==> src/rtl/dsp48_defs.sv <==
// Shared DSP48E1 slice definitions: SIMD lane encodings, ALUMODE codes, lane widths,
// and the per-lane carry function used by the post-adder carry-out generator.
package dsp48_defs;

  typedef enum logic [1:0] {
    SIMD_ONE48  = 2'b00,
    SIMD_TWO24  = 2'b01,
    SIMD_FOUR12 = 2'b10
  } simd_e;

  localparam logic [3:0] ALU_ADD     = 4'b0000;
  localparam logic [3:0] ALU_ADD_NZ  = 4'b0001;
  localparam logic [3:0] ALU_NOT_ADD = 4'b0010;
  localparam logic [3:0] ALU_SUB     = 4'b0011;

  localparam int LANE_W_FOUR12 = 12;
  localparam int LANE_W_TWO24  = 24;
  localparam int LANE_W_ONE48  = 48;

  // Operands arrive right-aligned; everything above bit w-1 is masked away so one
  // 50-bit datapath serves every lane width without leaking bits from other lanes.
  function automatic logic lane_carry(input int w,
                                      input logic [47:0] x,
                                      input logic [47:0] y,
                                      input logic [47:0] z,
                                      input logic cin,
                                      input logic [3:0] op);
    logic [49:0] mask;
    logic [49:0] xs;
    logic [49:0] ys;
    logic [49:0] zs;
    logic [49:0] zi;
    logic [49:0] ci;
    logic [49:0] s;
    logic        c;
    mask = (50'd1 << w) - 50'd1;
    xs   = {2'b00, x} & mask;
    ys   = {2'b00, y} & mask;
    zs   = {2'b00, z} & mask;
    zi   = (~{2'b00, z}) & mask;
    ci   = {49'd0, cin};
    s    = '0;
    c    = 1'b0;
    case (op)
      ALU_ADD, ALU_NOT_ADD: begin
        s = zs + xs + ys + ci;
        c = |(s >> w);
      end
      ALU_ADD_NZ: begin
        s = zi + xs + ys + ci;
        c = |(s >> w);
      end
      ALU_SUB: c = (zs >= (xs + ys + ci));
      default: c = 1'b0;
    endcase
    return c;
  endfunction

endpackage

==> src/rtl/logic_ports.sv <==
// Optional pipeline register with clock enable: sel=1 returns the registered value,
// sel=0 bypasses the register so the data path is purely combinational.
module logic_ports #(
  parameter int W = 1
) (
  input  logic         clk,
  input  logic         rst,
  input  logic         ce,
  input  logic         sel,
  input  logic [W-1:0] d,
  output logic [W-1:0] q
);

  logic [W-1:0] data_q;
  logic [W-1:0] data_d;

  always_comb begin
    data_d = ce ? d : data_q;
  end

  always_ff @(posedge clk or posedge rst) begin
    if (rst) begin
      data_q <= '0;
    end else begin
      data_q <= data_d;
    end
  end

  assign q = sel ? data_q : d;

endmodule

==> src/rtl/carry_out_gen.sv <==
// DSP48E1 post-adder carry-out generator: per-lane CARRYOUT and CARRYCASCOUT from
// X/Y/Z/CIN under the selected ALUMODE and SIMD split, with optional in/out registers.
module carry_out_gen
  import dsp48_defs::*;
#(
  parameter int P_W = 48
) (
  input  logic           clk,
  input  logic           rst,
  input  logic           CEP,
  input  logic           CEALUMODE,
  input  logic           CARRYOUTREG,
  input  logic           ALUMODEREG,
  input  logic [1:0]     USE_SIMD,
  input  logic [3:0]     ALUMODE,
  input  logic [P_W-1:0] X,
  input  logic [P_W-1:0] Y,
  input  logic [P_W-1:0] Z,
  input  logic           CIN,
  output logic [3:0]     CARRYOUT,
  output logic           CARRYCASCOUT
);

  logic [3:0] aluMode;
  logic [3:0] carryRaw;
  logic [1:0] topPath;

  logic_ports #(.W(4)) uAluModeReg (
    .clk (clk),
    .rst (rst),
    .ce  (CEALUMODE),
    .sel (ALUMODEREG),
    .d   (ALUMODE),
    .q   (aluMode)
  );

  // CIN feeds only the lowest lane of each split; upper lanes always start from 0.
  always_comb begin
    carryRaw = '0;
    case (USE_SIMD)
      SIMD_FOUR12: begin
        carryRaw[0] = lane_carry(LANE_W_FOUR12, X, Y, Z, CIN, aluMode);
        carryRaw[1] = lane_carry(LANE_W_FOUR12, X >> 12, Y >> 12, Z >> 12, 1'b0, aluMode);
        carryRaw[2] = lane_carry(LANE_W_FOUR12, X >> 24, Y >> 24, Z >> 24, 1'b0, aluMode);
        carryRaw[3] = lane_carry(LANE_W_FOUR12, X >> 36, Y >> 36, Z >> 36, 1'b0, aluMode);
      end
      SIMD_TWO24: begin
        carryRaw[1] = lane_carry(LANE_W_TWO24, X, Y, Z, CIN, aluMode);
        carryRaw[3] = lane_carry(LANE_W_TWO24, X >> 24, Y >> 24, Z >> 24, 1'b0, aluMode);
      end
      default: begin
        carryRaw[3] = lane_carry(LANE_W_ONE48, X, Y, Z, CIN, aluMode);
      end
    endcase
  end

  logic_ports #(.W(3)) uCarryLowReg (
    .clk (clk),
    .rst (rst),
    .ce  (CEP),
    .sel (CARRYOUTREG),
    .d   (carryRaw[2:0]),
    .q   (CARRYOUT[2:0])
  );

  // The cascade carry rides the same register as CARRYOUT[3] so the two never skew.
  logic_ports #(.W(2)) uCarryTopReg (
    .clk (clk),
    .rst (rst),
    .ce  (CEP),
    .sel (CARRYOUTREG),
    .d   ({carryRaw[3], carryRaw[3]}),
    .q   (topPath)
  );

  assign CARRYOUT[3]  = topPath[1];
  assign CARRYCASCOUT = topPath[0];

endmodule

==> config.mk <==
export PLATFORM = sky130hd
export DESIGN_NAME = carry_out_gen
export DESIGN_NICKNAME = d
export VERILOG_FILES = /design/src/rtl/dsp48_defs.sv /design/src/rtl/logic_ports.sv /design/src/rtl/carry_out_gen.sv
export SDC_FILE = /design/constraint.sdc
export NUM_CORES = 1
export LEC_CHECK = 0
export BUFFER_PORTS_ARGS = -buffer_cell sky130_fd_sc_hd__buf_2
export CORE_UTILIZATION = 45
export CTS_CLUSTER_SIZE = 28
export DETAILED_ROUTE_END_ITERATION = 8
export GPL_ROUTABILITY_DRIVEN = 0
export PLACE_DENSITY = 0.73
export SETUP_SLACK_MARGIN = 0.3
export SLEW_MARGIN = 0
export SYNTH_ARGS = -nofsm -noshare
export SYNTH_HDL_FRONTEND = slang
export SYNTH_SLANG_ARGS = --single-unit
export TNS_END_PERCENT = 50
==> constraint.sdc <==
create_clock -name clk -period 17.5 [get_ports clk]
set_clock_uncertainty 0.05 [all_clocks]
set_input_delay 5.25 -clock clk [delete_from_list [all_inputs] [get_ports clk]]
set_output_delay 5.25 -clock clk [all_outputs]
set_load 0.05 [all_outputs]
## Word-level counts from Yosys, hierarchy flattened

Index checks and enable logic that the tools add are counted.

- Eq/ne operators: 5
- Mux-type cells: 14
- Bitwise gates (word level): 4
- Add/subtract/negate cells: 44
- Reduce and logical (&&, ||, !) cells: 16
- Magnitude comparators: 7

Operators by type and width:

| kind | number |
|---|---|
| OR reduction 38 bit | 8 |
| adder 12 x 12 -> 13 bit | 12 |
| adder 24 x 24 -> 25 bit | 6 |
| adder 48 x 48 -> 49 bit | 3 |
| adder 13 x 12 -> 14 bit | 8 |
| adder 25 x 24 -> 26 bit | 4 |
| OR reduction 26 bit | 4 |
| adder 49 x 48 -> 50 bit | 2 |
| adder 50 x 1 -> 50 bit | 2 |
| adder 26 x 1 -> 27 bit | 2 |
| adder 49 x 1 -> 50 bit | 1 |
| >= comparator 48 x 50 -> 1 bit | 1 |
| inverter 48 bit | 1 |
| >= comparator 12 x 13 -> 1 bit | 3 |
| adder 14 x 1 -> 15 bit | 2 |
| adder 25 x 1 -> 26 bit | 1 |
| >= comparator 24 x 26 -> 1 bit | 1 |
| >= comparator 24 x 25 -> 1 bit | 1 |
| inverter 12 bit | 2 |
| inverter 24 bit | 1 |
| case mux 1 bit (3 select lines) | 7 |
| adder 13 x 1 -> 14 bit | 1 |
| >= comparator 12 x 14 -> 1 bit | 1 |
| equality test 4 x 2 -> 1 bit (second input constant) | 2 |
| other kinds (10) | 14 |

- Logic and storage cells: 93
- Input port bits: 157
- Register bits after elaboration: 8

## Depth between registers and ports, before layout

Gate-level depths: netlist of run 1.

- Depth in word-level cells: 8
- Depth in mapped cells: 23

## Modules after synthesis

From an unflattened synthesis of run 1, not the netlist that was laid out.

- Cells, all modules: 1425
- Area, all modules: 11172.0 µm²

Modules (own cells, without submodules):

| module | area each (µm²) | sequential area each (µm²) | instances | cells an instance |
|---|---|---|---|---|
| carry_out_gen | 10732.8 | 0.0 | 1 | 1395 |
| logic_ports at uAluModeReg | 193.9 | 100.1 | 1 | 13 |
| logic_ports at uCarryLowReg | 146.4 | 75.1 | 1 | 10 |
| logic_ports at uCarryTopReg | 98.8 | 50.0 | 1 | 7 |

## Worst setup path before layout of run 1

No wires, ideal clock.

- Kind: in2out
- From: input X[0]
- To: output CARRYOUT[3]
- Cell stages on the path: 23
- Data arrival time: 10.382 ns
- Buffers on the path: 1
- Slack: 1.818 ns
- Required time: 12.200 ns
- Cell sequence: inv_1 -> fa_1 -> fa_1 -> and2b_2 -> o31ai_1 -> a211o_1 -> a2111oi_4 -> or2_2 -> nand3_1 -> o31ai_1 -> a21boi_0 -> xor2_1 -> ha_1 -> o21ai_0 -> o21ai_0 -> a21oi_1 -> nand3_1 -> nor4_1 -> a2111o_1 -> or4b_1 -> and3_1 -> mux2_2 -> buf_4

- Cells in the longest elaborated chain, start to end: 7
- Elaborated cells on any way between the ends: 14
- Classes of those cells: 8 x add/sub; 1 x order compare; 3 x mux; 2 x reduce/logical

Ends and longest elaborated chain:

| what | RTL line | text |
|---|---|---|
| from (decl) | carry_out_gen.sv:16 | `input logic [P_W-1:0] X,` |
| adder 48 x 48 -> 49 bit, on equally long branches | dsp48_defs.sv:50, dsp48_defs.sv:46 |  |
| adder 49 x 48 -> 50 bit, on equally long branches | dsp48_defs.sv:50, dsp48_defs.sv:46 |  |
| adder 50 x 1 -> 50 bit, on equally long branches | dsp48_defs.sv:50, dsp48_defs.sv:46 |  |
| OR reduction 2 bit, on equally long branches | dsp48_defs.sv:51, dsp48_defs.sv:47 |  |
| case mux 1 bit (3 select lines) (*) | dsp48_defs.sv:44 | `case (op)` |
| case mux 1 bit (2 select lines) (*) | carry_out_gen.sv:40 | `case (USE_SIMD)` |
| two-way mux 2 bit (*) | logic_ports.sv:29 | `assign q = sel ? data_q : d;` |
| to (decl) | carry_out_gen.sv:20 | `output logic [3:0] CARRYOUT,` |

Every way passes the cells marked *; elsewhere a longest branch is shown, timed or not.

## Final worst setup path of run 1

Ends and elaborated chain as after synthesis.

==> out/results.txt, run 1 <==
Status: finished clean
CTS H-tree depth: 1
Vias in the first global route: 10,600
Hold path depth: 1
Yosys reg bits: 8
Net load switching power: 0.296 mW
Post-Synth XOR/XNOR Area: 6.72%
Most frequent cells after synthesis: 269 x inv_1, 240 x ha_1, 108 x a21oi_1
Critical-path top delay cell: fa_1
Yosys cell types: 76
Biggest cell delay along the critical path: 0.49 ns
EDFF count, synth: 0
Clk pwr share: 6.8%
Crit. End Element: output port
Synth Net Count: 1,908
Clk sink count: 8
Hold_buf cts: 0
Die width: 160 µm
Post-CTS Setup Bufs: 0
Delay-heaviest family, CP: compound AO/OA/AOI/OAI gates
Final Setup Violations: 0
Max Clk Rate: 0.0615 GHz
Synth Area in Compound Gates: 21.7%
PD cells: 44.8 nW/µm²
Hold Crit Start: uCarryLowReg.data_q[0]
Peak fanout along the critical path: 4
Post-synth top flop: dfrtp_1
Hold Path End: uCarryLowReg.data_q[0]
Share of post-route cells with drive strength above 1: 12.5%
Drt initial violations: 792
Crit path DAT: 10.97 ns
Clk pin slew, worst setup/hold paths: 0.03 ns
Post-synth top area share: 26.8%
Max Cap Violations: 0
Count leader, synth: inv_1
Die Area: 25,500 µm²
HPWL Detailed: 27,900 µm
Initial antenna violation count: 2
Tightest Pin Transition: 0.963 ns
WS Path Type: in -> out
Fin Setup TNS: 0 ns
Post-Synth Adder-Cell Area: 44.9%
CP startpoint kind: input pin
Mux contribution to synthesized area: 1.11%
Post-DRT Antenna Nets: 0
Synthesized area: 11,200 µm²
Synth Area in Simple Gates: 13.1%
Detailed Routing Iterations Pass 1: 7
Async SR Flop Fraction: 100%
RR Startpoint: uAluModeReg.data_q[2]
Vert. Die Dim: 160 µm
CTS Buf Count: 3
Final period util: 92.9%
DR DRC count: 0
Post-cts resize count: 0
Yosys warns: 0
Final Max Slew Viols: 0
Nets: 2,041
Clk_lat worst skew: 0.23 ns
CP Buf/Inv Count: 3
Reg-to-reg endpoint: uCarryTopReg.data_q[0]
Grt ovf: 0
Hold Vio Cnt, Final: 0
Clock buffer depth: 2
Avg Inst Size Synth: 7.94 µm²
Worst reg-to-reg setup slack: 15.19 ns
Root Driver: clkbuf_16
Rows: 57
Synth top area cells: ha_1 27%, fa_1 18%, inv_1 9.0%, a21oi_1 4.8%, xnor2_1 3.6%
Avg WL per Cell: 16.6 µm
Worst EP required: 12.20 ns
First-pass GRT wire length: 50,500 µm
Maximum VDD drop: 0.0227 mV
CTS tree: yes
Largest net degree at the start of global routing: 13
Minimum clock period: 16.27 ns
Internal power: 0.255 mW
P&R area growth vs syn: 9.78%
Sequential power share: 3.8%
Total number of vias: 10,600
Port Buffers: 161
Ports: 162
Utilization after layout: 50.4%
Area leader, netlist: ha_1
Vias/cell: 5.70
Leak pwr: 6.58 nW
Crit path cell chain: buf_2 -> inv_1 -> fa_1 -> fa_1 -> and2b_2 -> o31ai_1 -> a211o_1 -> a2111oi_4 -> or2_2 -> nand3_1 -> o31ai_1 -> a21boi_0 -> xor2_1 -> ha_1 -> o21ai_0 -> o21ai_0 -> a21oi_1 -> nand3_1 -> nor4_1 -> a2111o_1 -> or4b_1 -> and3_1 -> mux2_2 -> buf_2
Sequential-to-total area share from yosys stat: 1.79%
Post-Synthesis Cells: 1,410
Worst hold path class: reg -> reg
Comb power frac: 89.4%
Unrepaired setup endpoints after global routing: false
Min Hold Slack: 0.451 ns
R2R depth: 8
Sw frac: 53.7%
Main combinational cell family by area after synthesis: adder cells
Global Route Usage Sum: 24.1%
Core Box Area: 24,400 µm²
Rel. slew slack: 35.1%
Total Wirelength: 31,000 µm
Starting Density: 45.9%
## cells in the final DEF, fill, tap and decap left out, types with 3 or more instances in the layout
| cell | synthesis | routed |
|---|---|---|
| xor2_1 | 40 | 40 |
| nand2_1 | 65 | 65 |
| nand3_1 | 34 | 34 |
| inv_1 | 269 | 269 |
| nor2_1 | 60 | 60 |
| o21bai_1 | 12 | 12 |
| a21oi_1 | 108 | 108 |
| o211ai_1 | 11 | 11 |
| a211oi_1 | 17 | 17 |
| buf_2 | 2 | 161 |
| nor3_1 | 23 | 23 |
| o21ai_0 | 77 | 77 |
| ha_1 | 240 | 240 |
| and4_1 | 7 | 7 |
| fa_1 | 101 | 101 |
| nand4_1 | 31 | 31 |
| a21o_1 | 48 | 48 |
| and3_1 | 14 | 14 |
| a21boi_0 | 4 | 4 |
| nand2b_1 | 16 | 16 |
| o2111ai_1 | 4 | 4 |
| xnor2_1 | 46 | 46 |
| and2_1 | 6 | 6 |
| a41oi_1 | 6 | 6 |
| or3_1 | 4 | 4 |
| o21a_1 | 10 | 10 |
| a31oi_1 | 15 | 15 |
| dfrtp_1 | 8 | 8 |
| nor2b_1 | 9 | 9 |
| o31ai_1 | 11 | 11 |
| a2111oi_0 | 5 | 5 |
| a211o_1 | 6 | 6 |
| a221o_1 | 6 | 6 |
| o21ai_1 | 3 | 3 |
| clkbuf_16 | 0 | 3 |
| mux2_2 | 11 | 11 |
| nor4_1 | 6 | 6 |
## layout make-up
| cell class | count | area [µm²] |
|---|---|---|
| antenna | 1 | 2.50 |
| clock buffer | 3 | 75.1 |
| fill | 2419 | 12100 |
| inverter | 269 | 1010 |
| multi-input combinational | 1100 | 9800 |
| sequential | 8 | 200 |
| tap | 324 | 405 |
| timing repair buffer | 161 | 806 |
## state kept, by name, indices dropped and copies added, names as in the netlist
signal,count
uCarryTopReg.data_q,1
uCarryLowReg.data_q,3
uAluModeReg.data_q,4
## through the flow
step                      total power [mW]  cells  setup WS (ns)  cell area (µm²)
after floorplan                      0.369   1410           1.82            11200
after global placement               0.491   1862           1.42            12200
after detailed placement             0.505   1862           1.26            12200
after CTS                            0.548   1865           1.26            12300
after global routing                 0.619   1865          0.800            12300
final                                0.551   1866           1.23            12300
## worst max-delay path by stage
stage,from,cells past startpoint,end,slack (ns)
3_5_place_dp,X[0],22,CARRYOUT[3],1.26
4_1_cts,X[0],24,CARRYOUT[3],1.26
5_1_grt,X[0],24,CARRYCASCOUT,0.80
3_3_place_gp,X[0],24,CARRYCASCOUT,1.42
6_report,X[0],24,CARRYOUT[3],1.23
2_1_floorplan,X[0],23,CARRYOUT[3],1.82
## routing by layer
metal | GRT usage (%) | vias up | routed length (µm)
met5 | 0 | - | 23
met4 | 8.18 | 4 | 1130
met3 | 1.53 | 73 | 1710
met2 | 43.0 | 368 | 14800
met1 | 30.9 | 5024 | 13400
li1 | - | 5169 | -
## cells by family after synthesis
kind of cell             Yosys count
AO/OA/AOI/OAI                    372
XOR/XNOR                          86
adder cells (fa/ha/maj)          341
buffers and inverters            302
flip-flops                         8
multiplexers                      11
AND/OR/NAND/NOR                  290
## worst register-to-register path, cell delays in order, from the launching register on
cell and delay, ns:
dfrtp_1 0.34, nor2_1 0.05, a21o_2 0.25, and2_1 0.23, o21ai_0 0.14, o2111ai_1 0.15
or4b_1 0.51, and3_1 0.21, mux2_2 0.26
## power by group through the flow
stage | Combinational, mW | Sequential [mW] | Clock [mW]
after floorplan | 0.349 | 0.0207 | 0
after global placement | 0.470 | 0.0209 | 0
after detailed placement | 0.484 | 0.0210 | 0
after CTS | 0.489 | 0.0207 | 0.0381
after global routing | 0.559 | 0.0210 | 0.0395
final | 0.493 | 0.0208 | 0.0376
Note: power is estimated with default switching activity, not from simulation.
==> inputs of run 2 (changes only) <==
--- a/config.mk
+++ b/config.mk
@@ -10,7 +10,7 @@
 export CTS_CLUSTER_SIZE = 28
 export DETAILED_ROUTE_END_ITERATION = 8
 export GPL_ROUTABILITY_DRIVEN = 0
-export PLACE_DENSITY = 0.73
+export PLACE_DENSITY = 0.76
 export SETUP_SLACK_MARGIN = 0.3
 export SLEW_MARGIN = 0
 export SYNTH_ARGS = -nofsm -noshare
==> constraint.sdc (replaced) <==
create_clock -name clk -period 13.05 [get_ports clk]
set_clock_uncertainty 0.05 [all_clocks]
set_input_delay 3.915 -clock clk [delete_from_list [all_inputs] [get_ports clk]]
set_output_delay 3.915 -clock clk [all_outputs]
set_load 0.05 [all_outputs]
==> run 2 against run 1 <==
Compared with the run above:
- the flow now finishes with violations (setup timing)
- final cell count is 2.4% higher
- flip-flop and latch count stayed put
- first-iteration DRC count is 4.9% lower
- count of clock-buffer cells in the layout stayed put
- register-to-register slack worse by 4.4 ns
- sequential share of layout area is 0.070 points lower
- critical path depth stayed put
- critical path type unchanged
- critical endpoint unchanged
- wire length is 4.8% higher
- clock power is 37% higher
- global-route usage is 0.99 points higher
==> out/results.txt, run 2 (synthesis results as in run 1) <==
Commonest cells after routing, fill and taps aside: 266 x inv_1, 240 x ha_1, 157 x buf_2, 105 x a21oi_1, 99 x fa_1
WL met1: 13,300 µm (-0.59%)
Placement Cell Area: 12,500 µm² (+2.5%)
Crit. End Element: output port
Nets: 2,085 (+2.2%)
WS Path Type: in -> out
Met3 routed WL: 2140 µm (+25%)
Fin area: 12,900 µm² (+4.5%)
Initial antenna violation count: 1 (-1)
Top flop regs: uAluModeReg.data_q x4, uCarryLowReg.data_q x3, uCarryTopReg.data_q x1
Die Area: 25,500 µm² (unchanged)
Pre-CTS setup slack: -0.135 ns (-1.40 ns)
R2R depth: 8 (unchanged)
Largest Register: uAluModeReg.data_q
CTS Buf Count: 3 (unchanged)
Final Max Slew Viols: 0 (unchanged)
Worst hold path class: reg -> reg
Crit path DAT: 9.14 ns (-1.83 ns)
Worst reg-to-reg setup slack: 10.78 ns (-4.41 ns)
Root Driver: clkbuf_16
Status: finished, violations left
Biggest cell delay along the critical path: 0.45 ns (-0.04 ns)
Hold path depth: 1 (unchanged)
HPWL Detailed: 28,900 µm (+3.7%)
CTS tree: yes
Utilization after layout: 52.7% (+2.3 points)
CP startpoint kind: input pin
Multi-input combinational cell area: 9980 µm² (+1.9%)
Rel. slew slack: 33.0% (-2.1 points)
Rows: 57 (unchanged)
Ports: 162 (unchanged)
CTS H-tree depth: 1 (unchanged)
Detailed Routing Iterations Pass 1: 5 (-2)
Fill cells: 2,342 (-3.2%)
Unrepaired setup endpoints after global routing: true
Clk_lat worst skew: 0.23 ns (about the same)
Pwr Total: 0.786 mW (+43%)
Reg area: 200 µm² (unchanged)
Drt initial violations: 753 (-4.9%)
PD cells: 61.2 nW/µm² (+37%)
Top Metal Used: met4
Core Box Area: 24,400 µm² (unchanged)
Starting Density: 45.9% (unchanged)
Port Buffers: 161 (unchanged)
Tightest Pin Transition: 0.994 ns (+0.0308 ns)
Global Route Usage Sum: 25.1% (+0.99 points)
Total Wirelength: 32,500 µm (+4.8%)
First-pass GRT wire length: 52,700 µm (+4.3%)
DR DRC count: 0 (unchanged)
Grt ovf: 0 (unchanged)
Minimum clock period: 13.10 ns
Violated checks: setup timing
Vias in the first global route: 11,000 (+3.7%)
Delay-heaviest family, CP: simple AND/OR/NAND/NOR gates
Hold Vio Cnt, Final: 0 (unchanged)
Total number of vias: 10,900 (+2.7%)
Max Clk Rate: 0.0763 GHz
Avg WL per Cell: 17.0 µm (+2.4%)
Largest net degree at the start of global routing: 12 (-1)
Max FFs per register: 4 (unchanged)
Vias/cell: 5.72 (+0.30%)
Clk sink count: 8 (unchanged)
Worst EP required: 9.09 ns (-3.11 ns)
Clk pin slew, worst setup/hold paths: 0.03 ns (about the same)
Critical-path top delay cell: or4b_4
Maximum VDD drop: 0.0326 mV (+44%)
Die width: 160 µm (unchanged)
Min Hold Slack: 0.453 ns (+0.00192 ns)
Vert. Die Dim: 160 µm (unchanged)
Final Setup Violations: 2 (+2)
Share of post-route cells with drive strength above 1: 16.7% (+4.3 points)
Leading cell type in the layout, fill and taps excluded: inv_1
Clock buffer depth: 2 (unchanged)
P&R area growth vs syn: 14.7%
Final period util: 100%
CP Buf/Inv Count: 3 (unchanged)
DR WL met2: 16,000 µm (+8.3%)
Leak pwr: 6.83 nW (+3.8%)
Crit path depth: 24 (unchanged)
Peak fanout along the critical path: 3 (-1)
Max Cap Violations: 0 (unchanged)
Final worst slack: -0.0540 ns (-1.29 ns)
Post-DRT Antenna Nets: 0 (unchanged)
Crit path cell chain: buf_8 -> inv_4 -> fa_2 -> fa_2 -> and2b_2 -> o31ai_4 -> a211o_1 -> a2111oi_4 -> or2_4 -> a31oi_4 -> o31ai_4 -> a21oi_2 -> xor2_1 -> ha_1 -> nand2_2 -> nor3_2 -> a22oi_2 -> nand3_2 -> nor4_4 -> a2111o_1 -> or4b_4 -> and3_4 -> mux2_4 -> buf_8
==> run 2: power breakdown <==
part           total (mW)  switching [mW]  leakage [nW]  internal [mW]
combinational       0.707           0.406          6.69          0.301
clock              0.0515          0.0120        0.0370         0.0395
sequential         0.0278         0.00119         0.102         0.0266
total               0.786           0.419          6.83          0.367
==> run 2: per-stage QoR <==
stage / instances / setup TNS, ns
floorplan: 1410 / 0
global placement: 1901 / 0
detailed placement: 1901 / -0.270
CTS: 1908 / -0.128
global route: 1910 / -0.407
finish: 1910 / -0.108
==> run 2: what timing repair did <==
| item | CTS | global route |
|---|---|---|
| gates cloned | 0 | 0 |
| pin swaps | 21 | 24 |
| gates resized for setup | 27 | 27 |
| hold buffers | 0 | 0 |
| buffers inserted | 4 | 1 |
| endpoints found under the setup margin | 2 | 2 |
==> run 2: final timing paths <==
path / start / endpoint
hold / removal: uCarryLowReg.data_q[1] / uCarryLowReg.data_q[1]
hold reg to reg: uCarryLowReg.data_q[1] / uCarryLowReg.data_q[1]
min in group asynchronous: rst / uAluModeReg.data_q[3]
setup / recovery: X[0] / CARRYOUT[3]
max in group asynchronous: rst / uCarryLowReg.data_q[1]
setup reg to reg: uAluModeReg.data_q[2] / uCarryTopReg.data_q[0]
==> run 2: metal layers <==
| layer | vias up | global-route usage (%) |
|---|---|---|
| met4 | 0 | 8.14 |
| met2 | 400 | 45.8 |
| li1 | 5245 | - |
| met3 | 88 | 2.42 |
| met1 | 5188 | 30.9 |
| met5 | - | 0 |
==> run 2: worst reg2reg max path: stages, from the launching register on <==
cell	delay, ns
dfrtp_1	0.33
nor2_1	0.05
a21o_2	0.26
and2_1	0.21
o21ai_0	0.13
o2111ai_1	0.15
or4b_4	0.53
and3_4	0.18
mux2_2	0.25
==> run 2: final cells by class <==
class	count	area share, %
antenna	1	0.0195
clock buffer	3	0.584
inverter	269	7.87
sequential	8	1.56
tap	324	3.15
timing repair buffer	205	9.15
multi-input combinational	1100	77.7
==> inputs of run 3 (changes only) <==
--- a/config.mk
+++ b/config.mk
@@ -6,11 +6,13 @@
 export NUM_CORES = 1
 export LEC_CHECK = 0
 export BUFFER_PORTS_ARGS = -buffer_cell sky130_fd_sc_hd__buf_2
+export CORE_MARGIN = 3
 export CORE_UTILIZATION = 45
 export CTS_CLUSTER_SIZE = 28
 export DETAILED_ROUTE_END_ITERATION = 8
 export GPL_ROUTABILITY_DRIVEN = 0
 export PLACE_DENSITY = 0.76
+export RECOVER_POWER = 50
 export SETUP_SLACK_MARGIN = 0.3
 export SLEW_MARGIN = 0
 export SYNTH_ARGS = -nofsm -noshare
==> run 3 against run 2 <==
Compared with the run above:
- combinational power is 1% lower
- largest power group unchanged
- total power is 1.2% lower
- critical path type unchanged
- sequential share of layout area hardly changed
- the flow now finishes without violations
- maximum frequency is 0.47% higher
==> out/results.txt, run 3 (synthesis results as in run 1) <==
Nets: 2,087 (+0.096%)
Clock buffer depth: 2 (unchanged)
DR DRC count: 0 (unchanged)
Clk pin slew, worst setup/hold paths: 0.03 ns (about the same)
Ports: 162 (unchanged)
Detailed Routing Iterations Pass 1: 5 (unchanged)
Worst hold path class: reg -> reg
Grt ovf: 0 (unchanged)
Rows: 57 (unchanged)
Port Buffers: 161 (unchanged)
Hold Vio Cnt, Final: 0 (unchanged)
Final Max Slew Viols: 0 (unchanged)
CP startpoint kind: input pin
Core Box Area: 24,400 µm² (unchanged)
Worst reg-to-reg setup slack: 10.77 ns (about the same)
Leading cell type in the layout, fill and taps excluded: inv_1
Crit path launch: CIN
WS Path Type: in -> out
Drt initial violations: 859 (+14%)
Status: finished clean
Die Area: 26,800 µm² (+5.1%)
Vias/cell: 5.68 (-0.63%)
Final period util: 99.9% (-0.47 points)
Cells after DPL: 1,901 (unchanged)
Antenna Diode Count: 0 (-1)
Final Setup Violations: 0 (-2)
Largest net degree at the start of global routing: 12 (unchanged)
Peak fanout along the critical path: 3 (unchanged)
Unrepaired setup endpoints after global routing: true
Max FFs per register: 4 (unchanged)
Final worst slack: 0.00745 ns (+0.0615 ns)
CTS H-tree depth: 1 (unchanged)
Clk sink count: 8 (unchanged)
Placement Cell Area: 12,500 µm² (unchanged)
Non-filler cells, final: 1,911 (+0.052%)
Hold Crit Start: uCarryTopReg.data_q[0]
Max Clk Rate: 0.0767 GHz (+0.47%)
Largest Register: uAluModeReg.data_q
First-pass GRT wire length: 51,800 µm (-1.6%)
CTS tree: yes
Post-DRT Antenna Nets: 0 (unchanged)
Maximum VDD drop: 0.0336 mV (+2.8%)
Initial antenna violation count: 1 (unchanged)
Vias in the first global route: 11,100 (+1.5%)
Leak pwr: 6.83 nW (about the same)
Tightest Pin Transition: 0.952 ns (-0.0416 ns)
Minimum clock period: 13.04 ns (-0.0615 ns)
Commonest cells after routing, fill and taps aside: 266 x inv_1, 240 x ha_1, 156 x buf_2, 105 x a21oi_1, 99 x fa_1
Pre-CTS setup slack: -0.127 ns (+0.00820 ns)
Die width: 164 µm (+2.5%)
Hold_buf cts: 0 (unchanged)
Worst EP required: 9.09 ns (about the same)
Avg WL per Cell: 17.0 µm (about the same)
Total number of vias: 10,900 (-0.58%)
Fin area: 12,800 µm² (-0.15%)
HPWL Detailed: 29,100 µm (+0.81%)
Rel. slew slack: 35.9% (+2.8 points)
Share of post-route cells with drive strength above 1: 16.4% (-0.34 points)
Crit. End Element: output port
RR Startpoint: uAluModeReg.data_q[2]
Crit path DAT: 9.08 ns (-0.06 ns)
Global Route Usage Sum: 23.6% (-1.6 points)
CTS Buf Count: 3 (unchanged)
P&R area growth vs syn: 14.6%
PD cells: 60.5 nW/µm² (-1.1%)
Clk_lat worst skew: 0.23 ns (about the same)
Vert. Die Dim: 164 µm (+2.5%)
Total Wirelength: 32,500 µm (+0.10%)
Max Cap Violations: 0 (unchanged)
Top flop regs: uAluModeReg.data_q x4, uCarryLowReg.data_q x3, uCarryTopReg.data_q x1
Root Driver: clkbuf_16
Starting Density: 45.9% (unchanged)
run 3: timing repair:
item                       in CTS  in global routing
setup endpoints to repair       2                  3
pin swaps                      19                 20
buffers inserted                5                  2
resized for setup              21                 22
run 3: final cells by class:
class | count | area, µm²
timing repair buffer | 207 | 1190
inverter | 269 | 1010
tap | 324 | 405
clock buffer | 3 | 75.1
fill | 2359 | 11600
sequential | 8 | 200
multi-input combinational | 1100 | 9960
run 3: worst paths after layout:
kind                                          end  depth (start not counted)
max                                   CARRYOUT[3]                         24
min                        uCarryTopReg.data_q[0]                          1
max reg2reg                uCarryTopReg.data_q[0]                          8
min reg2reg                uCarryTopReg.data_q[0]                          1
max in group asynchronous  uCarryLowReg.data_q[2]                          2
min in group asynchronous   uAluModeReg.data_q[2]                          2
run 3: worst max-delay path, stage by stage:
cell	delay (ns)
buf_8	0.08
inv_4	0.03
fa_2	0.40
fa_2	0.35
and2b_2	0.26
o31ai_4	0.07
a211o_1	0.36
a2111oi_4	0.38
or2_4	0.23
nand3_4	0.10
o31ai_4	0.23
a21boi_1	0.12
xor2_1	0.15
ha_1	0.31
nand2_1	0.13
nor3_2	0.07
a22oi_1	0.22
nand3_1	0.15
nor4_1	0.28
a2111o_1	0.14
or4b_4	0.44
and3_4	0.18
mux2_4	0.31
buf_8	0.16
run 3: report_power, final:
part           switching, mW  internal [mW]
clock network         0.0120         0.0395
logic                  0.399          0.298
registers            0.00124         0.0266
run 3: metrics by stage:
stage | total power, mW | utilization [%] | TNS, ns | hold slack [ns]
after CTS | 0.763 | 52.2 | -0.0547 | 0.458
final | 0.777 | 52.6 | 0 | 0.455
after global routing | 0.870 | 52.6 | -0.299 | 0.476
after global placement | 0.673 | 51.4 | -0.00830 | 0.437
after floorplan | 0.496 | - | 0 | 0.425
after detailed placement | 0.697 | 51.4 | -0.253 | 0.451
run 3: layer usage:
metal / GRT usage [%] / part of all wire, % / vias up
li1: - / - / 5256
met1: 28.2 / 40 / 5111
met2: 43.3 / 49 / 395
met3: 3.40 / 7.6 / 94
met4: 7.42 / 3.4 / 2
met5: 0 / 0.040 / -
